File: src/rtl/image_pkg.sv
// Shared constants and read-side FSM state type for the image filter RAM path.
package image_pkg;

    localparam int unsigned IMG_WIDTH  = 64;
    localparam int unsigned IMG_ROWS   = 49;
    localparam int unsigned IMG_ADDR_W = 7;

    typedef enum logic [2:0] {
        StIdle,
        StReq,
        StLoad,
        StShift,
        StDone
    } rd_state_t;

endpackage

File: src/rtl/row_serializer.sv
// Holds one RAM word and shifts it out LSB-first, tracking the column of the
// pixel currently presented.
module row_serializer
    import image_pkg::*;
#(
    parameter int unsigned WIDTH = IMG_WIDTH
) (
    input  logic             clk,
    input  logic             rst,
    input  logic             load,
    input  logic [WIDTH-1:0] word,
    input  logic             ready,
    output logic             pix_data,
    output logic             sol,
    output logic             eol,
    output logic             last_beat
);

    localparam int unsigned COL_W = (WIDTH > 1) ? $clog2(WIDTH) : 1;

    logic [WIDTH-1:0] r_shreg;
    logic [COL_W-1:0] r_col;
    logic             w_eol;

    // ready is the accepted handshake, so state only moves on a consumed beat.
    always_ff @(posedge clk) begin
        if (!rst) begin
            r_shreg <= '0;
            r_col   <= '0;
        end else if (load) begin
            r_shreg <= word;
            r_col   <= '0;
        end else if (ready) begin
            r_shreg <= r_shreg >> 1;
            r_col   <= r_col + COL_W'(1);
        end
    end

    assign w_eol     = (r_col == COL_W'(WIDTH - 1));
    assign pix_data  = r_shreg[0];
    assign sol       = (r_col == '0);
    assign eol       = w_eol;
    assign last_beat = w_eol & ready;

endmodule

File: src/rtl/image_row_reader.sv
// Fetches ROWS words from the result RAM and streams them as row-framed
// serial pixels with valid/ready flow control.
module image_row_reader
    import image_pkg::*;
#(
    parameter int unsigned WIDTH  = IMG_WIDTH,
    parameter int unsigned ROWS   = IMG_ROWS,
    parameter int unsigned ADDR_W = IMG_ADDR_W
) (
    input  logic              clk,
    input  logic              rst,
    input  logic              start,
    input  logic [WIDTH-1:0]  ramdata,
    output logic [ADDR_W-1:0] ramaddress,
    output logic              read_request,
    output logic              pix_valid,
    input  logic              pix_ready,
    output logic              pix_data,
    output logic              sol,
    output logic              eol,
    output logic              eof,
    output logic              busy,
    output logic              done
);

    rd_state_t         r_state;
    logic [ADDR_W-1:0] r_row;
    logic              r_rd_req;
    logic              r_valid;
    logic              r_busy;
    logic              r_done;

    logic w_hs;
    logic w_load;
    logic w_last_row;
    logic w_pix;
    logic w_sol;
    logic w_eol;
    logic w_last_beat;

    assign w_hs       = r_valid & pix_ready;
    assign w_load     = (r_state == StLoad);
    assign w_last_row = (r_row == ADDR_W'(ROWS - 1));

    row_serializer #(
        .WIDTH (WIDTH)
    ) u_row_serializer (
        .clk       (clk),
        .rst       (rst),
        .load      (w_load),
        .word      (ramdata),
        .ready     (w_hs),
        .pix_data  (w_pix),
        .sol       (w_sol),
        .eol       (w_eol),
        .last_beat (w_last_beat)
    );

    always_ff @(posedge clk) begin
        if (!rst) begin
            r_state  <= StIdle;
            r_row    <= '0;
            r_rd_req <= 1'b0;
            r_valid  <= 1'b0;
            r_busy   <= 1'b0;
            r_done   <= 1'b0;
        end else begin
            case (r_state)
                StIdle: begin
                    r_done <= 1'b0;
                    if (start) begin
                        r_row    <= '0;
                        r_rd_req <= 1'b1;
                        r_busy   <= 1'b1;
                        r_state  <= StReq;
                    end
                end
                StReq: begin
                    r_rd_req <= 1'b0;
                    r_state  <= StLoad;
                end
                StLoad: begin
                    r_valid <= 1'b1;
                    r_state <= StShift;
                end
                StShift: begin
                    if (w_last_beat) begin
                        r_valid <= 1'b0;
                        if (w_last_row) begin
                            r_done  <= 1'b1;
                            r_state <= StDone;
                        end else begin
                            r_row    <= r_row + ADDR_W'(1);
                            r_rd_req <= 1'b1;
                            r_state  <= StReq;
                        end
                    end
                end
                StDone: begin
                    r_done  <= 1'b0;
                    r_busy  <= 1'b0;
                    r_state <= StIdle;
                end
                default: begin
                    r_state <= StIdle;
                end
            endcase
        end
    end

    // The column counter idles at 0, so markers are only meaningful while valid.
    assign ramaddress   = r_row;
    assign read_request = r_rd_req;
    assign pix_valid    = r_valid;
    assign pix_data     = w_pix;
    assign sol          = w_sol & r_valid;
    assign eol          = w_eol & r_valid;
    assign eof          = w_eol & r_valid & w_last_row;
    assign busy         = r_busy;
    assign done         = r_done;

endmodule

File: config.mk
export PLATFORM = sky130hd
export DESIGN_NAME = image_row_reader
export DESIGN_NICKNAME = d
export VERILOG_FILES = /design/src/rtl/image_pkg.sv /design/src/rtl/row_serializer.sv /design/src/rtl/image_row_reader.sv
export SDC_FILE = /design/constraint.sdc
export NUM_CORES = 1
export LEC_CHECK = 0
export ABC_AREA = 1
export BUFFER_PORTS_ARGS = -buffer_cell sky130_fd_sc_hd__buf_4
export CORE_UTILIZATION = 35
export CTS_CLUSTER_DIAMETER = 40
export DETAILED_ROUTE_END_ITERATION = 12
export PLACE_DENSITY = 0.67
export RECOVER_POWER = 25
export SLEW_MARGIN = 20
export SYNTH_ARGS = -nofsm -noshare
export SYNTH_HDL_FRONTEND = slang
export SYNTH_SLANG_ARGS = --single-unit
export TNS_END_PERCENT = 10
File: constraint.sdc
create_clock -name clk -period 1.7 [get_ports clk]
set_input_delay 0.34 -clock clk [delete_from_list [all_inputs] [get_ports clk]]
set_output_delay 0.34 -clock clk [all_outputs]
set_load 0.05 [all_outputs]
-- Yosys cells after proc, flatten, opt, wreduce, memory -nomap -nowiden
Cells that the tools add are included.
- register bits: 84
- input bits: 68
- output and inout bits: 15
- logic and storage cells: 62
- add/subtract/negate cells: 2
- equal/unequal tests: 10
- multiplexer cells: 20
- bitwise gates (word level): 6
- reduce and logical (&&, ||, !) cells: 16
- operators with widths (operator ; number):
    $mux 64 ; 2
    $mux 7 ; 3
    $pmux 7 s2 ; 1
    $pmux 3 s4 ; 1
    $reduce_bool 2->1 ; 5
    $mux 3 ; 3
    $reduce_and 4->1 ; 2
    $add 7x1->7 const B ; 1
    $eq 7x6->1 const B ; 1
    $add 6x1->6 const B ; 1
    $eq 3x2->1 const B ; 2
    $eq 6x6->1 const B ; 1
    $logic_not 6->1 ; 1
    $mux 1 ; 6
    $ne 2x2->1 const B ; 3
    $pmux 1 s2 ; 3
    $reduce_and 2->1 ; 3
    $and 1x1->1 ; 5
    $reduce_or 2->1 ; 2
    $eq 3x1->1 const B ; 1
    $eq 3x3->1 const B ; 1
    $logic_not 3->1 ; 1
    $pmux 1 s3 ; 1
    $reduce_and 3->1 ; 1
    3 further kinds ; 3

-- Logic depth before layout (Yosys ltp)
Gate-level depths: netlist of the first run.
- depth after elaboration: 4
- depth in mapped cells: 10
- gate-level depth less buffers: 10

-- Hierarchy
Synthesis of the first run repeated with hierarchy kept, for this count alone.
- cell total of the unflattened synthesis: 533
- area total of the unflattened synthesis: 3804.9 um^2
- by module, submodules not included (module ; instances ; cells each ; area an instance (um^2) ; sequential area each (um^2)):
    row_serializer ; 1 ; 405 ; 2950.3 ; 1401.3
    image_row_reader ; 1 ; 128 ; 854.6 ; 280.3

-- Worst setup path after synthesis of the first run
OpenSTA, ideal clock, no wires.
- path kind: register -> output
- start point: register r_row[4], in the netlist ramaddress[4]
- end point: output port eof
- arrival time: 2.477 ns
- data required time: 1.360 ns
- slack: -1.117 ns
- cell stages (with the launch flop): 5
- path buffers: 0
- cell sequence: dfxtp_1 nand2_1 nor2_1 nand2_1 nor4_1
- longest elaborated chain between the ends: 2
- RTL lines (what ; line ; text):
    start, declared ; image_row_reader.sv:27 ; logic [ADDR_W-1:0] r_row;
    start signal, assigned ; image_row_reader.sv:93 ; r_row <= r_row + ADDR_W'(1);
    $eq 7x6->1 ; image_row_reader.sv:43 ; assign w_last_row = (r_row == ADDR_W'(ROWS - 1));
    $and 1x1->1 ; image_row_reader.sv:118 ; assign eof = w_eol & r_valid & w_last_row;
    end, declared ; image_row_reader.sv:21 ; output logic eof,
No other way between the ends.

-- Worst setup path in the final report of the first run
- start point: register u_row_serializer.r_col[0]
- end point: output port eof
- longest elaborated chain between the ends: 3
- RTL lines (what ; line ; text):
    start, declared ; row_serializer.sv:22 ; logic [COL_W-1:0] r_col;
    start signal, assigned ; row_serializer.sv:35 ; r_col <= r_col + COL_W'(1);
    $eq 6x6->1 ; row_serializer.sv:39 ; assign w_eol = (r_col == COL_W'(WIDTH - 1));
    $and 1x1->1 (2 in series) ; image_row_reader.sv:118 ;
No other way between the ends.

==> results of run 1 <==
==> kinds of logic after synthesis <==
logic type	Yosys count	share of synthesized area
XOR/XNOR	2	0.00467
buffers and inverters	59	0.0700
adder cells (fa/ha/maj)	4	0.0133
AO/OA/AOI/OAI	87	0.142
AND/OR/NAND/NOR	282	0.323
flip-flops	84	0.448
==> cells in the mapped netlist (2+ instances only) <==
| master | count | area share |
|---|---|---|
| buf_2 | 12 | 0.016 |
| nand4_1 | 3 | 0.0050 |
| clkbuf_1 | 17 | 0.017 |
| inv_1 | 18 | 0.018 |
| o21bai_1 | 4 | 0.0080 |
| nor3_1 | 6 | 0.0080 |
| nand2_2 | 3 | 0.0050 |
| xor2_1 | 2 | 0.0047 |
| buf_4 | 3 | 0.0060 |
| nor2_1 | 23 | 0.023 |
| a21oi_1 | 12 | 0.016 |
| nor2_4 | 3 | 0.0090 |
| ha_1 | 4 | 0.013 |
| inv_2 | 6 | 0.0060 |
| nand3_1 | 72 | 0.096 |
| buf_6 | 2 | 0.0060 |
| nand2_1 | 167 | 0.17 |
| a31oi_1 | 65 | 0.11 |
| o21ai_0 | 4 | 0.0053 |
| dfxtp_1 | 84 | 0.45 |
==> power groups by stage <==
stage               Clock [uW]  Combinational (uW)  Sequential [uW]
finish                    1570                1690             2400
global route              1690                1860             2430
CTS                       1620                1720             2400
detailed placement           0                1640             2460
global placement             0                1610             2440
floorplan                    0                1000             2600
==> worst reg2reg max path: cells and delay by family, from the launching register on <==
kind                     cells  cell delay, ps
flip-flops                   1             370
adder cells (fa/ha/maj)      1             150
buffers and inverters        1             120
AND/OR/NAND/NOR              9             920
==> stage by stage <==
step                      setup slack, ps  hold slack [ps]  power (uW)  TNS, ps
after detailed placement             71.3              461        4100        0
after floorplan                      -102              441        3600     -102
after global routing                 -196              248        5980    -1610
after CTS                            -202              236        5740     -426
final                                -140              255        5660     -283
after global placement                103              452        4050        0
==> area by class of cell <==
type                            count  area, um2  area share
Multi-Input combinational cell    375       1870       0.387
Sequential cell                    84       1700       0.352
Timing Repair Buffer               98        773       0.160
Tap cell                          136        170      0.0352
Clock buffer                       10        128      0.0264
Inverter                           25        104      0.0215
Clock inverter                      6       87.6      0.0181
==> routing by layer <==
metal / routed length (um) / part of all wire / vias up / GRT usage
li1: - / - / 1902 / -
met1: 4410 / 0.46 / 1778 / 0.218
met2: 4680 / 0.49 / 88 / 0.297
met3: 358 / 0.037 / 8 / 0.0334
met4: 99 / 0.010 / 0 / 0.0595
met5: 0 / 0 / - / 0
==> sequential cells by signal, summed over array words and instances, names as in the netlist <==
name	flops
ramaddress	7
busy	1
read_request	1
r_state	3
pix_valid	1
u_row_serializer.r_col	6
done	1
u_row_serializer.r_shreg	64
==> worst min path at each step <==
stage / from / to / cells past startpoint
5_1_grt: ramdata[63] / u_row_serializer.r_shreg[63] / 3
2_1_floorplan: u_row_serializer.r_shreg[63] / u_row_serializer.r_shreg[63] / 2
6_report: ramdata[34] / u_row_serializer.r_shreg[34] / 3
3_5_place_dp: u_row_serializer.r_shreg[63] / u_row_serializer.r_shreg[63] / 2
4_1_cts: ramdata[34] / u_row_serializer.r_shreg[34] / 3
3_3_place_gp: u_row_serializer.r_shreg[63] / u_row_serializer.r_shreg[63] / 2
==> what timing repair did <==
item                                    in CTS  in global routing
pin swaps                                    4                  4
gates resized for setup                     14                 12
endpoints found under the setup margin       3                  7
buffers inserted                             7                  0
==> impl_metrics.ini, run 1 <==
[run_status]
status = finished with violations
violations = negative setup slack

[worst_setup_path]
crit_start = u_row_serializer.r_col[0]
slowest_stage = dfxtp_2
path_class = flop to primary output
rr_startpoint = u_row_serializer.r_col[0]
cp-start-kind = flop
worst-endpoint-arrival_ps = 1500
endpoint = eof
r2r_setup_slack_ps = 50
crit_cells = 6
end_kind = primary output
path_cells = ha_4, nand2_2, nor2_4, inv_2, nor4_4, buf_6
path_buf_inv = 2
crit_family = flip-flops
cp_max_fo = 3
cpPeakStageDelay_ps = 370
r2r_cells = 11
r2r_end = ramaddress[0]
required_ps = 1360

[logic_synthesis]
synth_ff_type = dfxtp_1
syn-cell-area_um2 = 3750
syn_inst = 518
async_reset_ff_frac = 0
synth_cell_types = 28
ys_warn_count = 0
ys_ff_latch = 84
synth-seq-area-share = 0.448
syn_nets = 590
syn_area_per_cell_um2 = 7.25
synth_edf_count = 0

[power]
switchingPower_uw = 2020
combinationalPowerShare = 0.298
clkPwrFrac = 0.278
p_leak_uw = 0.00180
powerDensity_nw_per_um2 = 1170
internal_power_uw = 3650
pwr-share-seq = 0.424
swShare = 0.356
ir_drop_mv = 0.486

[timing]
maxSlewHeadroom = 0.606
skew_ps = 11.1
fmax_ghz = 0.543
worst_slew_pin_slew_ps = 594
rsz0062_at_grt = yes
fin_ws_ps = -140
fin_crit_sh = 1.08
report.final.setup_viol = 3
min_period_ps = 1840
drv_slew = 0
hold_viol = 0

[clocking]
clockRootBuffer = clkbuf_8
cts.clk_slew.worst_paths_ps = 90
htree_levels = 3
clk_latency_ps = 350
cts_tree = yes
cts_hold_buf = 0
clock_path_buffers = 2
cts_sinks = 84
cts_made_buffers = 9

[layout]
fin_util = 0.467
drive_above_1_share = 0.241
fin_area_um2 = 4840
layout_commonest_cell = nand2_1
syn_to_final_growth_pct = 28.9
finalNetCount = 665
fin_cells = 734
n_antenna_cell = 0
n_fill_cell = 1079
layout_common_cells = 165 x nand2_1, 77 x buf_4, 76 x dfxtp_1, 73 x nand3_1, 65 x a31oi_1

[die]
rows = 37
core_um2 = 10400
die_h_um = 106
top_level_ports = 83
dieWidth_um = 106
start_util = 0.362
die-area_um2 = 11100

[grt]
overflow = 0
grt_max_degree = 70
antenna_found_initial = 0
grt_pass1_vias = 3470
grt_use_total = 0.174
grt_pass1_wl_um = 15700

[drt]
dr.pass1.iters = 4
drc = 0
ant_nets = 0
vias = 3776
drt_iter0_drc = 192
wl_um = 9550
drt-wirelength-per-cell_um = 13.0
via_per_inst = 5.14

[placed_design]
hpwl_um = 6140
port-buffer-count = 82
placed_cell_area_um2 = 4540
dp.cells = 711
gp_congestion = 0.841

[flow_run]
cap_violations = 0

[hold_path]
min_path_type = primary input to flop
Note: power is estimated with default switching activity, not from simulation.
==> inputs of run 2 (changes only) <==
--- a/config.mk
+++ b/config.mk
@@ -6,11 +6,12 @@
 export NUM_CORES = 1
 export LEC_CHECK = 0
 export ABC_AREA = 1
-export BUFFER_PORTS_ARGS = -buffer_cell sky130_fd_sc_hd__buf_4
 export CORE_UTILIZATION = 35
 export CTS_CLUSTER_DIAMETER = 40
 export DETAILED_ROUTE_END_ITERATION = 12
-export PLACE_DENSITY = 0.67
+export DONT_BUFFER_PORTS = 1
+export GPL_ROUTABILITY_DRIVEN = 0
+export PLACE_DENSITY = 0.6
 export RECOVER_POWER = 25
 export SLEW_MARGIN = 20
 export SYNTH_ARGS = -nofsm -noshare
==> run 2 against run 1 <==
Critical path depth did not move. The run still ends with negative setup slack left. Setup slack worse by 32 ps. Sequential share of layout area up 4.6 points. Highest routed layer unchanged. Die area did not move.
==> impl_metrics.ini, run 2 (same netlist as run 1, synthesis figures left out) <==
[clocking]
clockRootBuffer = clkbuf_8
cts_tree = yes
cts.clk_slew.worst_paths_ps = 90
clock_path_buffers = 2
clk_latency_ps = 350
htree_levels = 3
cts_made_buffers = 9
cts_sinks = 84

[timing]
report.final.setup_viol = 3
rsz0062_at_grt = yes
hold_viol = 0
worst_slew_pin_slew_ps = 738
min_period_ps = 1870
skew_ps = 8.56
fin_crit_sh = 1.10
fin_ws_ps = -172
hold_ws_ps = 98.9
fmax_ghz = 0.534
drv_slew = 0
final.setup.tns_ps = -499
maxSlewHeadroom = 0.508

[worst_setup_path]
cp_max_fo = 2
required_ps = 1360
path_class = flop to primary output
cp-start-kind = flop
end_kind = primary output
worst-endpoint-arrival_ps = 1530

[flow_run]
cap_violations = 0

[grt]
antenna_found_initial = 1
overflow = 0
grt_max_degree = 70
grt_pass1_wl_um = 15800
grt_use_total = 0.175
grt_pass1_vias = 3339

[power]
ir_drop_mv = 0.743
powerDensity_nw_per_um2 = 1230
p_leak_uw = 0.00147

[drt]
dr.pass1.iters = 4
drt-wirelength-per-cell_um = 14.0
wl_um = 9340
vias = 3523
drt_iter0_drc = 164
via_per_inst = 5.28
drc = 0
ant_nets = 0

[die]
rows = 37
die-area_um2 = 11100
core_um2 = 10400
die_h_um = 106
dieWidth_um = 106
start_util = 0.362
top_level_ports = 83

[placed_design]
port-buffer-count = 0
place_ws_ps = 54.5
dp.cells = 645
placed_cell_area_um2 = 4060
hpwl_um = 6060

[layout]
largest_register_ffs = 64
drive_above_1_share = 0.140
regMostFlops = u_row_serializer.r_shreg
syn_to_final_growth_pct = 14.0
layout_common_cells = 165 x nand2_1, 76 x dfxtp_1, 72 x nand3_1, 65 x a31oi_1, 23 x nor2_1
layout_commonest_cell = nand2_1
fin_cells = 667
fin_area_um2 = 4280
finalNetCount = 597

[run_status]
status = finished with violations
violations = negative setup slack

[hold_path]
min_path_type = primary input to flop
-- run 2: layout make-up --
class,count,area [um2]
fillers,1091,6090
multi-input cells,375,1860
flip-flops and latches,84,1700
repair buffers,30,259
well taps,136,170
clock buffers,13,169
inverters,25,93.8
clock inverters,3,18.8
diodes,1,2.50
-- run 2: path summary, 6_finish.rpt --
check | startpoint | end | slack (ps) | depth (start not counted)
worst min-delay path | rst | ramaddress[6] | 100 | 2
worst min register to register | u_row_serializer.r_shreg[63] | u_row_serializer.r_shreg[63] | 470 | 2
worst max register to register | pix_valid | u_row_serializer.r_shreg[21] | 30 | 5
worst max-delay path | u_row_serializer.r_col[1] | eof | -170 | 6
-- run 2: timing repair --
item / in CTS / in global routing
buffers inserted: 5 / 0
hold buffers: 0 / 0
resized for setup: 10 / 3
pin swaps: 3 / 1
setup endpoints to repair: 3 / 8
-- run 2: metrics by stage --
stage               power (uW)  utilization
finish                    5260        0.413
global route              5630        0.413
CTS                       5370        0.416
detailed placement        3970        0.391
global placement          3930        0.391
floorplan                 3600            -
-- run 2: metal layers --
metal,GRT usage,up-vias,routed length [um]
li1,-,1768,-
met1,0.223,1652,4370
met2,0.284,91,4370
met3,0.0464,12,464
met4,0.0675,0,140
met5,0,-,0
-- run 2: critical path, cell delays in order, from the launching register on --
cell and delay (ps):
dfxtp_4 370, ha_4 140, nand2_2 70, nor2_4 100, inv_2 60, nor4_4 270, buf_12 180
-- run 2: where the power goes --
| group | switching [uW] | total (uW) | internal [uW] |
|---|---|---|---|
| registers | 204 | 2450 | 2240 |
| logic | 1020 | 1440 | 427 |
| clock network | 721 | 1370 | 651 |
| total | 1940 | 5260 | 3320 |
